==> config.mk <==
export PLATFORM = sky130hd
export DESIGN_NAME = mux2_rr_arbiter_flat
export DESIGN_NICKNAME = d
export VERILOG_FILES = /design/src/rtl/mux2_rr_arbiter_pkg.sv /design/src/rtl/mux2_rr_arbiter_if.sv /design/src/rtl/arb_hold_counter.sv /design/src/rtl/mux2_rr_arbiter.sv /design/src/flat_wrapper.sv
export SDC_FILE = /design/constraint.sdc
export NUM_CORES = 1
export LEC_CHECK = 0
export ABC_AREA = 0
export CAP_MARGIN = 20
export CORE_MARGIN = 5
export CORE_UTILIZATION = 35
export DETAILED_ROUTE_END_ITERATION = 8
export SYNTH_ARGS = -nofsm -noshare
export SYNTH_HDL_FRONTEND = slang
export SYNTH_SLANG_ARGS = --single-unit
==> constraint.sdc <==
create_clock -name clk -period 2.6 [get_ports clk]
set_clock_uncertainty 0.15 [all_clocks]
set_input_delay 0.52 -clock clk [delete_from_list [all_inputs] [get_ports clk]]
set_output_delay 0.52 -clock clk [all_outputs]
set_load 0.05 [all_outputs]
==> src/rtl/mux2_rr_arbiter_pkg.sv <==
// Shared encodings for the 2:1 mux round-robin arbiter.
// The optional MUX_ARB_LOCK_EN build adds a grant lock input to the interface.
package mux2_rr_arbiter_pkg;

    typedef enum logic [1:0] {
        ST_IDLE  = 2'd0,
        ST_GNT_A = 2'd1,
        ST_GNT_B = 2'd2
    } arb_state_e;

    localparam logic SEL_A = 1'b0;
    localparam logic SEL_B = 1'b1;

endpackage

==> src/rtl/mux2_rr_arbiter_if.sv <==
// Request/grant bundle between the two mux requesters and the arbiter.
// MUX_ARB_LOCK_EN adds a lock input that holds the current grant.
interface mux2_rr_arbiter_if;
    logic req_a;
    logic req_b;
`ifdef MUX_ARB_LOCK_EN
    logic lock;
`endif
    logic gnt_a;
    logic gnt_b;
    logic sel;
    logic busy;

    modport slave (
`ifdef MUX_ARB_LOCK_EN
        input  lock,
`endif
        input  req_a, req_b,
        output gnt_a, gnt_b, sel, busy
    );

    modport master (
`ifdef MUX_ARB_LOCK_EN
        output lock,
`endif
        output req_a, req_b,
        input  gnt_a, gnt_b, sel, busy
    );
endinterface

==> src/rtl/arb_hold_counter.sv <==
// Saturating hold counter: clear wins over enable, stops at MAX-1 and flags it.
module arb_hold_counter #(
    parameter int MAX   = 4,
    parameter int CNT_W = 8
) (
    input  logic clk,
    input  logic rst_n,
    input  logic clr_i,
    input  logic en_i,
    output logic term_o
);
    logic [CNT_W-1:0] cnt_q, cnt_d;

    assign term_o = (cnt_q == CNT_W'(MAX - 1));

    always_comb begin
        cnt_d = cnt_q;
        if (clr_i)
            cnt_d = '0;
        else if (en_i && !term_o)
            cnt_d = cnt_q + CNT_W'(1);
    end

    always_ff @(posedge clk or negedge rst_n) begin
        if (!rst_n) cnt_q <= '0;
        else        cnt_q <= cnt_d;
    end
endmodule

==> src/rtl/mux2_rr_arbiter.sv <==
// Round-robin arbiter driving the select of the shared 2:1 mux, with bounded hold.
// Define MUX_ARB_LOCK_EN to let the owner suppress preemption via bus.lock.
module mux2_rr_arbiter
    import mux2_rr_arbiter_pkg::*;
#(
    parameter int HOLD_MAX = 4,
    parameter int CNT_W    = 8
) (
    input  logic clk,
    input  logic rst_n,
    mux2_rr_arbiter_if.slave bus
);
    arb_state_e state_q, state_d;
    logic       last_q, last_d;
    logic       gnt_a_q, gnt_b_q, sel_q, sel_d;
    logic       cnt_clr, cnt_en, cnt_term;
    logic       lock_w;
    logic       req_a, req_b;

    assign req_a = bus.req_a;
    assign req_b = bus.req_b;

`ifdef MUX_ARB_LOCK_EN
    assign lock_w = bus.lock;
`else
    assign lock_w = 1'b0;
`endif

    arb_hold_counter #(.MAX(HOLD_MAX), .CNT_W(CNT_W)) u_hold (
        .clk    (clk),
        .rst_n  (rst_n),
        .clr_i  (cnt_clr),
        .en_i   (cnt_en),
        .term_o (cnt_term)
    );

    always_comb begin
        state_d = state_q;
        cnt_clr = 1'b1;
        cnt_en  = 1'b0;
        case (state_q)
            ST_IDLE: begin
                if (req_a && req_b) state_d = last_q ? ST_GNT_A : ST_GNT_B;
                else if (req_a)     state_d = ST_GNT_A;
                else if (req_b)     state_d = ST_GNT_B;
            end
            ST_GNT_A: begin
                if (!req_a)
                    state_d = req_b ? ST_GNT_B : ST_IDLE;
                else if (lock_w)
                    cnt_clr = 1'b0;          // locked owner: counter frozen, no preemption
                else if (req_b && cnt_term)
                    state_d = ST_GNT_B;
                else if (req_b) begin
                    cnt_clr = 1'b0;
                    cnt_en  = 1'b1;
                end
            end
            ST_GNT_B: begin
                if (!req_b)
                    state_d = req_a ? ST_GNT_A : ST_IDLE;
                else if (lock_w)
                    cnt_clr = 1'b0;
                else if (req_a && cnt_term)
                    state_d = ST_GNT_A;
                else if (req_a) begin
                    cnt_clr = 1'b0;
                    cnt_en  = 1'b1;
                end
            end
            default: state_d = ST_IDLE;
        endcase

        last_d = last_q;
        sel_d  = sel_q;
        if (state_d == ST_GNT_A) begin
            last_d = 1'b0;
            sel_d  = SEL_A;
        end else if (state_d == ST_GNT_B) begin
            last_d = 1'b1;
            sel_d  = SEL_B;
        end
    end

    // Outputs come from next state so grant and select move on the same edge.
    always_ff @(posedge clk or negedge rst_n) begin
        if (!rst_n) begin
            state_q <= ST_IDLE;
            last_q  <= 1'b1;
            gnt_a_q <= 1'b0;
            gnt_b_q <= 1'b0;
            sel_q   <= SEL_A;
        end else begin
            state_q <= state_d;
            last_q  <= last_d;
            gnt_a_q <= (state_d == ST_GNT_A);
            gnt_b_q <= (state_d == ST_GNT_B);
            sel_q   <= sel_d;
        end
    end

    assign bus.gnt_a = gnt_a_q;
    assign bus.gnt_b = gnt_b_q;
    assign bus.sel   = sel_q;
    assign bus.busy  = gnt_a_q | gnt_b_q;
endmodule
==> src/flat_wrapper.sv <==
// flat-port wrapper written by rule: the top's interface ports become plain ports
module mux2_rr_arbiter_flat import mux2_rr_arbiter_pkg::*;
#(
    parameter int HOLD_MAX = 4,
    parameter int CNT_W    = 8
)
  (clk, rst_n, bus_req_a, bus_req_b, bus_gnt_a, bus_gnt_b, bus_sel, bus_busy);
  mux2_rr_arbiter_if bus_i ();
  input  logic clk;
  input  logic rst_n;
  input wire logic [$bits(bus_i.req_a)-1:0] bus_req_a;
  input wire logic [$bits(bus_i.req_b)-1:0] bus_req_b;
  output wire logic [$bits(bus_i.gnt_a)-1:0] bus_gnt_a;
  output wire logic [$bits(bus_i.gnt_b)-1:0] bus_gnt_b;
  output wire logic [$bits(bus_i.sel)-1:0] bus_sel;
  output wire logic [$bits(bus_i.busy)-1:0] bus_busy;
  assign bus_i.req_a = bus_req_a;
  assign bus_i.req_b = bus_req_b;
  assign bus_gnt_a = bus_i.gnt_a;
  assign bus_gnt_b = bus_i.gnt_b;
  assign bus_sel = bus_i.sel;
  assign bus_busy = bus_i.busy;
  mux2_rr_arbiter #(.HOLD_MAX(HOLD_MAX), .CNT_W(CNT_W)) u_core (.clk(clk), .rst_n(rst_n), .bus(bus_i));
endmodule
== Yosys cells after proc, flatten, opt, wreduce, memory -nomap -nowiden ==
Index checks and enable logic that the tools add are counted.
Word-level totals
  flip-flop bits (word level): 14
  input bits: 4
  output and inout bits: 4
Cells by class
  add/sub/neg operators: 1
  equal/unequal tests: 5
  mux-type cells: 29
  bitwise logic cells: 1
  reductions and logical operators: 8
Operators with widths (number)
  $mux W2: 9
  $mux W8: 2
  $mux W1: 15
  $add A8 B1 Y8 const B: 1
  $eq A8 B2 Y1 const B: 1
  $pmux W2 S3: 1
  $eq A2 B1 Y1 const B: 2
  $eq A2 B2 Y1 const B: 2
  $logic_and A1 B1 Y1: 4
  $pmux W1 S2: 2
  $reduce_bool A2 Y1: 2
  $logic_not A2 Y1: 1
  $logic_not A1 Y1: 1
  $or A1 B1 Y1: 1

== Longest topological paths before layout ==
Gate-level depths: netlist of the first run.
  depth after elaboration: 8
  gate-level depth with buffers: 9
  depth with buffers taken out: 9

== Modules after synthesis ==
A second synthesis of the first run with hierarchy kept.
Second synthesis, totals
  cells, all modules: 92
  area, all modules: 873.3 um^2
By module, submodules not included
  mux2_rr_arbiter: times used 1, cells each 48, area an instance 444.2 um^2, seq. area each 151.4 um^2
  arb_hold_counter: times used 1, cells each 44, area an instance 429.2 um^2, seq. area each 200.2 um^2

== Worst setup path before layout of the first run ==
No wires, ideal clock.
  path kind: register -> register
  start point: reg u_core.state_q[0]
  end point: reg u_core.sel_q, in the netlist u_core.bus.sel
  arrival time: 1.868 ns
  required time: 2.323 ns
  setup slack: 0.455 ns
  cell stages (with the launch flop): 10
  path buffers: 0
  period minus slack after synthesis: 2.145 ns
  path through: dfrtp_1 inv_1 ha_1 a211oi_1 nor3_1 a311oi_1 a21oi_1 ha_1 nand2_1 o21ai_0
RTL lines
  start, declared: RTL line mux2_rr_arbiter.sv:13  | arb_state_e state_q, state_d;
  start signal, assigned: RTL line mux2_rr_arbiter.sv:94  | state_q <= state_d;
  $eq A2 B2 Y1, or another cell as far along: RTL line mux2_rr_arbiter.sv:41  | case (state_q)
  $pmux W2 S3 (*): RTL line mux2_rr_arbiter.sv:41
  net u_core.state_d[1]: RTL line mux2_rr_arbiter.sv:13
  $eq A2 B1 Y1 / $eq A2 B2 Y1 (equally long branches): RTL line mux2_rr_arbiter.sv:76, mux2_rr_arbiter.sv:79
  $mux W1 / $reduce_bool A2 Y1 (equally long branches)
  end signal, assigned: RTL line mux2_rr_arbiter.sv:98  | sel_q <= sel_d;
  end, declared: RTL line mux2_rr_arbiter.sv:15  | logic gnt_a_q, gnt_b_q, sel_q, sel_d;
The timed path passes the listed nets; every way through them passes the cells marked *.
A chain may end at the register's enable or synchronous reset.

== Worst setup path in the final report of the first run ==
  start point: reg u_core.state_q[0]
  end point: reg u_core.last_q
RTL lines
  $eq A2 B2 Y1, or another cell as far along: RTL line mux2_rr_arbiter.sv:41
  $pmux W2 S3 (*): RTL line mux2_rr_arbiter.sv:41
  net u_core.state_d[1]: RTL line mux2_rr_arbiter.sv:13
  $eq A2 B1 Y1 / $eq A2 B2 Y1 (equally long branches): RTL line mux2_rr_arbiter.sv:76, mux2_rr_arbiter.sv:79
  $mux W1 / $reduce_bool A2 Y1 (equally long branches)
  end signal, assigned: RTL line mux2_rr_arbiter.sv:95  | last_q <= last_d;
  end, declared: RTL line mux2_rr_arbiter.sv:14  | logic last_q, last_d;
Marked as above.

==> results of run 1 <==
-- worst max-delay path: cells and delay by family (launching register included) --
family	cells	cell delay, ns
buffers and inverters	1	0.11
adder cells (fa/ha/maj)	2	0.62
flip-flops	1	0.44
AND/OR/NAND/NOR	1	0.08
AO/OA/AOI/OAI	3	0.72
multiplexers	1	0.18
-- metal layers --
metal / vias to the layer above / GRT usage (%)
met3: 2 / 4.255
met1: 340 / 13.58
li1: 355 / -
met2: 15 / 19.69
met4: 0 / 2.786
met5: - / 0
-- logic make-up (layout without fill, tap and decap cells) --
group                    count (synthesis)  count (layout)  share of synthesized area [%]
adder cells (fa/ha/maj)                  8               8                          11.17
AND/OR/NAND/NOR                         33              33                          20.53
buffers and inverters                    6              15                          2.652
AO/OA/AOI/OAI                           27              27                          20.25
flip-flops                              14              14                          39.25
XOR/XNOR                                 4               4                          3.910
multiplexers                             2               2                          2.235
-- worst paths after layout --
| kind | startpoint | end | slack [ns] | cells after the start |
|---|---|---|---|---|
| worst min register to register | u_core.bus.sel | u_core.bus.sel | 0.35 | 2 |
| max in group asynchronous | rst_n | u_core.u_hold.cnt_q[7] | 1.43 | 1 |
| worst min-delay path | u_core.bus.sel | u_core.bus.sel | 0.35 | 2 |
| worst max-delay path | u_core.state_q[0] | u_core.last_q | 0.22 | 8 |
| min in group asynchronous | rst_n | u_core.u_hold.cnt_q[0] | 0.47 | 1 |
| worst max register to register | u_core.state_q[0] | u_core.last_q | 0.22 | 8 |
-- sequential cells by signal, summed over array words and instances (netlist names) --
name,flops
u_core.bus.gnt_b,1
u_core.u_hold.cnt_q,8
u_core.bus.gnt_a,1
u_core.state_q,2
u_core.last_q,1
u_core.bus.sel,1
-- power groups by stage --
stage | Sequential [mW] | Combinational, mW | Clock, mW
5_1_grt | 0.314 | 0.617 | 0.171
3_5_place_dp | 0.311 | 0.560 | 0
2_1_floorplan | 0.366 | 0.352 | 0
3_3_place_gp | 0.312 | 0.556 | 0
4_1_cts | 0.308 | 0.562 | 0.159
6_report | 0.308 | 0.556 | 0.156
-- final cells by class --
cell class	count	area [µm²]	share of cell area [%]
clock buffer	4	36.28	3.507
inverter	3	11.26	1.088
multi-input combinational	74	520.5	50.30
sequential	14	351.6	33.98
tap	30	37.54	3.628
timing repair buffer	8	77.57	7.497
-- synth_stat cells (3+ instances only) --
cell	number
a21boi_0	4
nor2_1	7
nand3_1	4
inv_1	3
xnor2_1	4
a21oi_1	8
a211oi_1	5
nand2_1	10
dfrtp_1	13
ha_1	8
o21ai_0	3
-- per-stage QoR --
step | hold slack [ns] | setup slack (ns) | instance area (µm²)
after floorplan | 0.07441 | 0.4554 | 895.9
after global placement | 0.3308 | 0.1444 | 998.5
after detailed placement | 0.3340 | 0.09282 | 998.5
after CTS | 0.3566 | 0.2168 | 1035
after global routing | 0.3857 | 0.03358 | 1035
final | 0.3533 | 0.2204 | 1035
==> reports/summary.txt, run 1 <==
Outcome = finished, final reports clean
Max_cap viols = 0
Syn nets = 106
Commonest cells after routing, fill and taps aside = 13 x dfrtp_1, 10 x nand2_1, 8 x a21oi_1, 8 x ha_1
Synth async-reset ratio = 100.0%
Initial Util = 36.49%
DRC Markers = 0
GRT Total Usage = 11.47%
Dpl cells = 129
Int Pwr = 562.6 µW
P per Cell Area = 984.8 nW/µm²
Most used DFF post-synth = dfrtp_1
Seq pwr share = 30.2%
Slew margin rel. = 58.79%
Final setup viols = 0
Synth area leader = dfrtp_1
Clock transition at path regs = 0.08 ns
Layout cells sized above 1 = 11.65%
Switch Pwr = 456.4 µW
Grt total ovfl = 0
Post-Syn Area per Cell = 9.530 µm²
Fin cells = 133
Routed vias = 712
Seq/Total Area, Yosys = 39.25%
Largest buffer count on any clock path = 2
CTS HTree Levels = 1
WS Path Type = flop to flop
Post-synth EDFFs = 0
Logic pwr share = 54.5%
Crit path max fanout = 6
RePlAce Congestion = 0.7852
Vias in the first global route = 693
Most common cell after layout, fill and taps aside = dfrtp_1
CP max-delay cell = dfrtp_1
Die W = 60.59 µm
Sw Ratio = 44.79%
PortBufs = 7
Final Cycle Share = 91.52%
Top post-synthesis cells by area = dfrtp_1 36%, ha_1 11%, a21oi_1 4.5%
RSZ-0062 raised after global routing = false
Yosys warns = 0
Routed len/inst = 13.10 µm
Clk Tree Root Cell = clkbuf_4
Worst Tran Pin Value = 0.6163 ns
Top Layer Used = met4
VDD IR max = 0.5094 mV
Crit path required time = 2.66 ns
Startpoint Class = flop
CP arrival = 2.44 ns
Final-report hold violation count = 0
Synth top area share = 36.31%
Minimum clock period = 2.380 ns
Max stage delay on crit path = 0.44 ns
Die Ht = 60.59 µm
First-pass GRT wire length = 3.132 mm
Slew Viols, Final = 0
DR iter-0 viols = 18
Initial antenna violation count = 0
Core Util, Final = 42.15%
Layout fillers = 234
Worst hold path class = flop to flop
Met3 Wirelength = 92 µm
WL final = 1.742 mm
Total Power = 1.019 mW
Post-DP HPWL = 1.271 mm
Yosys cell types = 32
Routed met1 length = 734 µm
Crit path top cell by count = ha_1
Full die area = 3671 µm²
Post-CTS Resized = 0
Vias per inst = 5.353
Gate Count Post-Synth = 94
CTS tree = built
FF+latch count, synth = 14
Ant diodes = 0
Synthesized cell area = 895.9 µm²
Sink Count = 14
Area growth syn-to-layout = 15.50%
Layout Nets = 116
Hold Buf Count CTS = 0
I/O pin total = 8
Critical path endpoint category = flop
Worst-path cell chain = inv_1, ha_1, a211oi_1, nor3_1, a311oi_1, a21oi_1, ha_1, mux2i_1
P_leak = 0.4361 nW
Clock power share = 15.3%
CTS Buf Count = 3
CORE AREA = 2455 µm²
Setup TNS = 0 ns
Pin count of the biggest net entering global routing = 15
Cell row count = 18
Fmax = 0.4202 GHz
Worst skew pair latency = 0.28 ns
WL met2 = 901 µm
Buffer count from post-CTS setup fixing = 0
ANT nets after route = 0
Drt pass-1 iters = 4
Note: power is estimated with default switching activity, not from simulation.
==> run 2: changes to the inputs <==
Settings changed: CTS_BUF_LIST set to sky130_fd_sc_hd__clkbuf_4.
==> run 2 against run 1 <==
  * Final cell count did not move
  * Register-to-register slack hardly changed
  * Flip-flop and latch count stayed put
  * Largest power group unchanged
  * Critical path type unchanged
  * Final area decreased by 0.97%
  * Clock-buffer cell count fell by 1
==> reports/summary.txt, run 2 (same netlist as run 1, synthesis figures left out) <==
Largest regs = u_core.u_hold.cnt_q: 8 flops, u_core.state_q: 2 flops
Hold Path Stages = 2 (unchanged)
Hold Buf Count CTS = 0 (unchanged)
CTS Buf Count = 3 (unchanged)
Layout cells sized above 1 = 10.68% (-0.97 points)
Max_cap viols = 0 (unchanged)
Core Util, Final = 41.74% (-0.41 points)
Register area = 351.6 µm² (unchanged)
Commonest cells after routing, fill and taps aside = 13 x dfrtp_1, 10 x nand2_1, 8 x a21oi_1, 8 x ha_1
P_leak = 0.4305 nW (-1.3%)
RePlAce Congestion = 0.7852 (unchanged)
WL final = 1.739 mm (-0.17%)
Buffer count from post-CTS setup fixing = 0 (unchanged)
Initial antenna violation count = 0 (unchanged)
Footprint of the multi-input gates = 520.5 µm² (unchanged)
WS Path Type = flop to flop
CP arrival = 2.44 ns (about the same)
Sink Count = 14 (unchanged)
Total Power = 987.5 µW (-3.1%)
Top reg by flops = u_core.u_hold.cnt_q
Critical Path Source = u_core.state_q[0]
Worst Tran Pin Value = 0.6156 ns (-0.0006368 ns)
Final Cycle Share = 91.56% (about the same)
RSZ-0062 raised after global routing = false
Final setup viols = 0 (unchanged)
Grt total ovfl = 0 (unchanged)
Final-report hold violation count = 0 (unchanged)
Crit path top cell by count = ha_1
Cell Area, Placed = 998.5 µm² (unchanged)
CTS tree = built
P per Cell Area = 963.6 nW/µm² (-2.1%)
Outcome = finished, final reports clean
R2R setup slack = 0.22 ns (about the same)
RR Endpoint = u_core.last_q
CP max-delay cell = dfrtp_1
R2R cell count = 8 (unchanged)
Max stage delay on crit path = 0.44 ns (about the same)
Die Ht = 60.59 µm (unchanged)
Area growth syn-to-layout = 14.39%
Largest buffer count on any clock path = 2 (unchanged)
Worst skew pair latency = 0.28 ns (about the same)
Cell row count = 18 (unchanged)
Max FFs per register = 8 (unchanged)
CORE AREA = 2455 µm² (unchanged)
Worst hold path class = flop to flop
VDD IR max = 0.4998 mV (-1.9%)
Clk Tree Root Cell = clkbuf_4
ANT nets after route = 0 (unchanged)
Setup TNS = 0 ns (unchanged)
Vias per inst = 5.353 (unchanged)
Initial Util = 36.49% (unchanged)
Crit path max fanout = 6 (unchanged)
PortBufs = 7 (unchanged)
Slew margin rel. = 58.83% (about the same)
Post-DP HPWL = 1.271 mm (unchanged)
I/O pin total = 8 (unchanged)
Routed len/inst = 13.08 µm (-0.17%)
Crit-path leading delay family = compound AO/OA/AOI/OAI gates
Most common cell after layout, fill and taps aside = dfrtp_1
Startpoint Class = flop
Worst-path cell chain = inv_1, ha_1, a211oi_1, nor3_1, a311oi_1, a21oi_1, ha_1, mux2i_1
Crit path required time = 2.66 ns (about the same)
Fmax = 0.4201 GHz (about the same)
Post-CTS Resized = 0 (unchanged)
Vias in the first global route = 693 (unchanged)
Bufs and invs on worst path = 1 (unchanged)
Critical path endpoint category = flop
Worst Min Path Start = u_core.bus.sel
DR iter-0 viols = 18 (unchanged)
Routed vias = 712 (unchanged)
Drt pass-1 iters = 4 (unchanged)
Pin count of the biggest net entering global routing = 15 (unchanged)
First-pass GRT wire length = 3.132 mm (unchanged)
Clock transition at path regs = 0.08 ns (about the same)
Minimum clock period = 2.381 ns (+0.0009720 ns)
Full die area = 3671 µm² (unchanged)
Slew Viols, Final = 0 (unchanged)
Die W = 60.59 µm (unchanged)
DRC Markers = 0 (unchanged)
Hold endpoint = u_core.bus.sel
Layout fillers = 234 (unchanged)
FF-to-FF Start = u_core.state_q[0]
Ant diodes = 0 (unchanged)
Layout Nets = 116 (unchanged)
GRT Total Usage = 11.47% (unchanged)
Post-Layout Inst Area = 1025 µm² (-0.97%)
CTS HTree Levels = 1 (unchanged)
-- run 2: changes by cell type in the layout (fill, tap and decap cells not counted) --
cell / previous run / this run
clkbuf_8: 1 / 0
clkinv_1: 0 / 1
-- run 2: how the worst max path moves through the flow --
stage	depth (start not counted)	to	slack, ns
2_1_floorplan	9	u_core.bus.sel	0.46
3_3_place_gp	7	u_core.last_q	0.14
3_5_place_dp	8	u_core.bus.sel	0.09
4_1_cts	8	u_core.last_q	0.22
5_1_grt	7	u_core.last_q	0.03
6_report	8	u_core.last_q	0.22
-- run 2: area by class of cell --
class,count,share of cell area [%]
multi-input combinational,74,50.79
sequential,14,34.31
timing repair buffer,8,7.570
tap,30,3.663
clock buffer,3,2.198
inverter,3,1.099
clock inverter,1,0.3663
-- run 2: per-layer routing --
metal | vias up | GRT usage, % | wire length [µm]
met1 | 340 | 13.58 | 732
li1 | 355 | - | -
met5 | - | 0 | 0
met4 | 0 | 2.786 | 14
met3 | 2 | 4.255 | 89
met2 | 15 | 19.69 | 902
-- run 2: where the power goes --
| group | switching [mW] | total, mW | leakage [nW] | internal [mW] |
|---|---|---|---|---|
| clock | 0.0690 | 0.125 | 0.0154 | 0.0556 |
| combinational | 0.345 | 0.556 | 0.230 | 0.211 |
| sequential | 0.0405 | 0.307 | 0.185 | 0.267 |
| total | 0.454 | 0.987 | 0.431 | 0.533 |
-- run 2: worst min-delay path: cells and delay by family (launching register included) --
kind | cells | cell delay [ns]
flops | 1 | 0.36
simple gates | 1 | 0.05
compound gates | 1 | 0.06
-- run 2: metrics by stage --
step | std cells | hold WS, ns | setup slack [ns]
finish | 133 | 0.3533 | 0.2194
global route | 133 | 0.3857 | 0.03485
CTS | 133 | 0.3566 | 0.2168
detailed placement | 129 | 0.3340 | 0.09282
global placement | 129 | 0.3308 | 0.1444
floorplan | 94 | 0.07441 | 0.4554
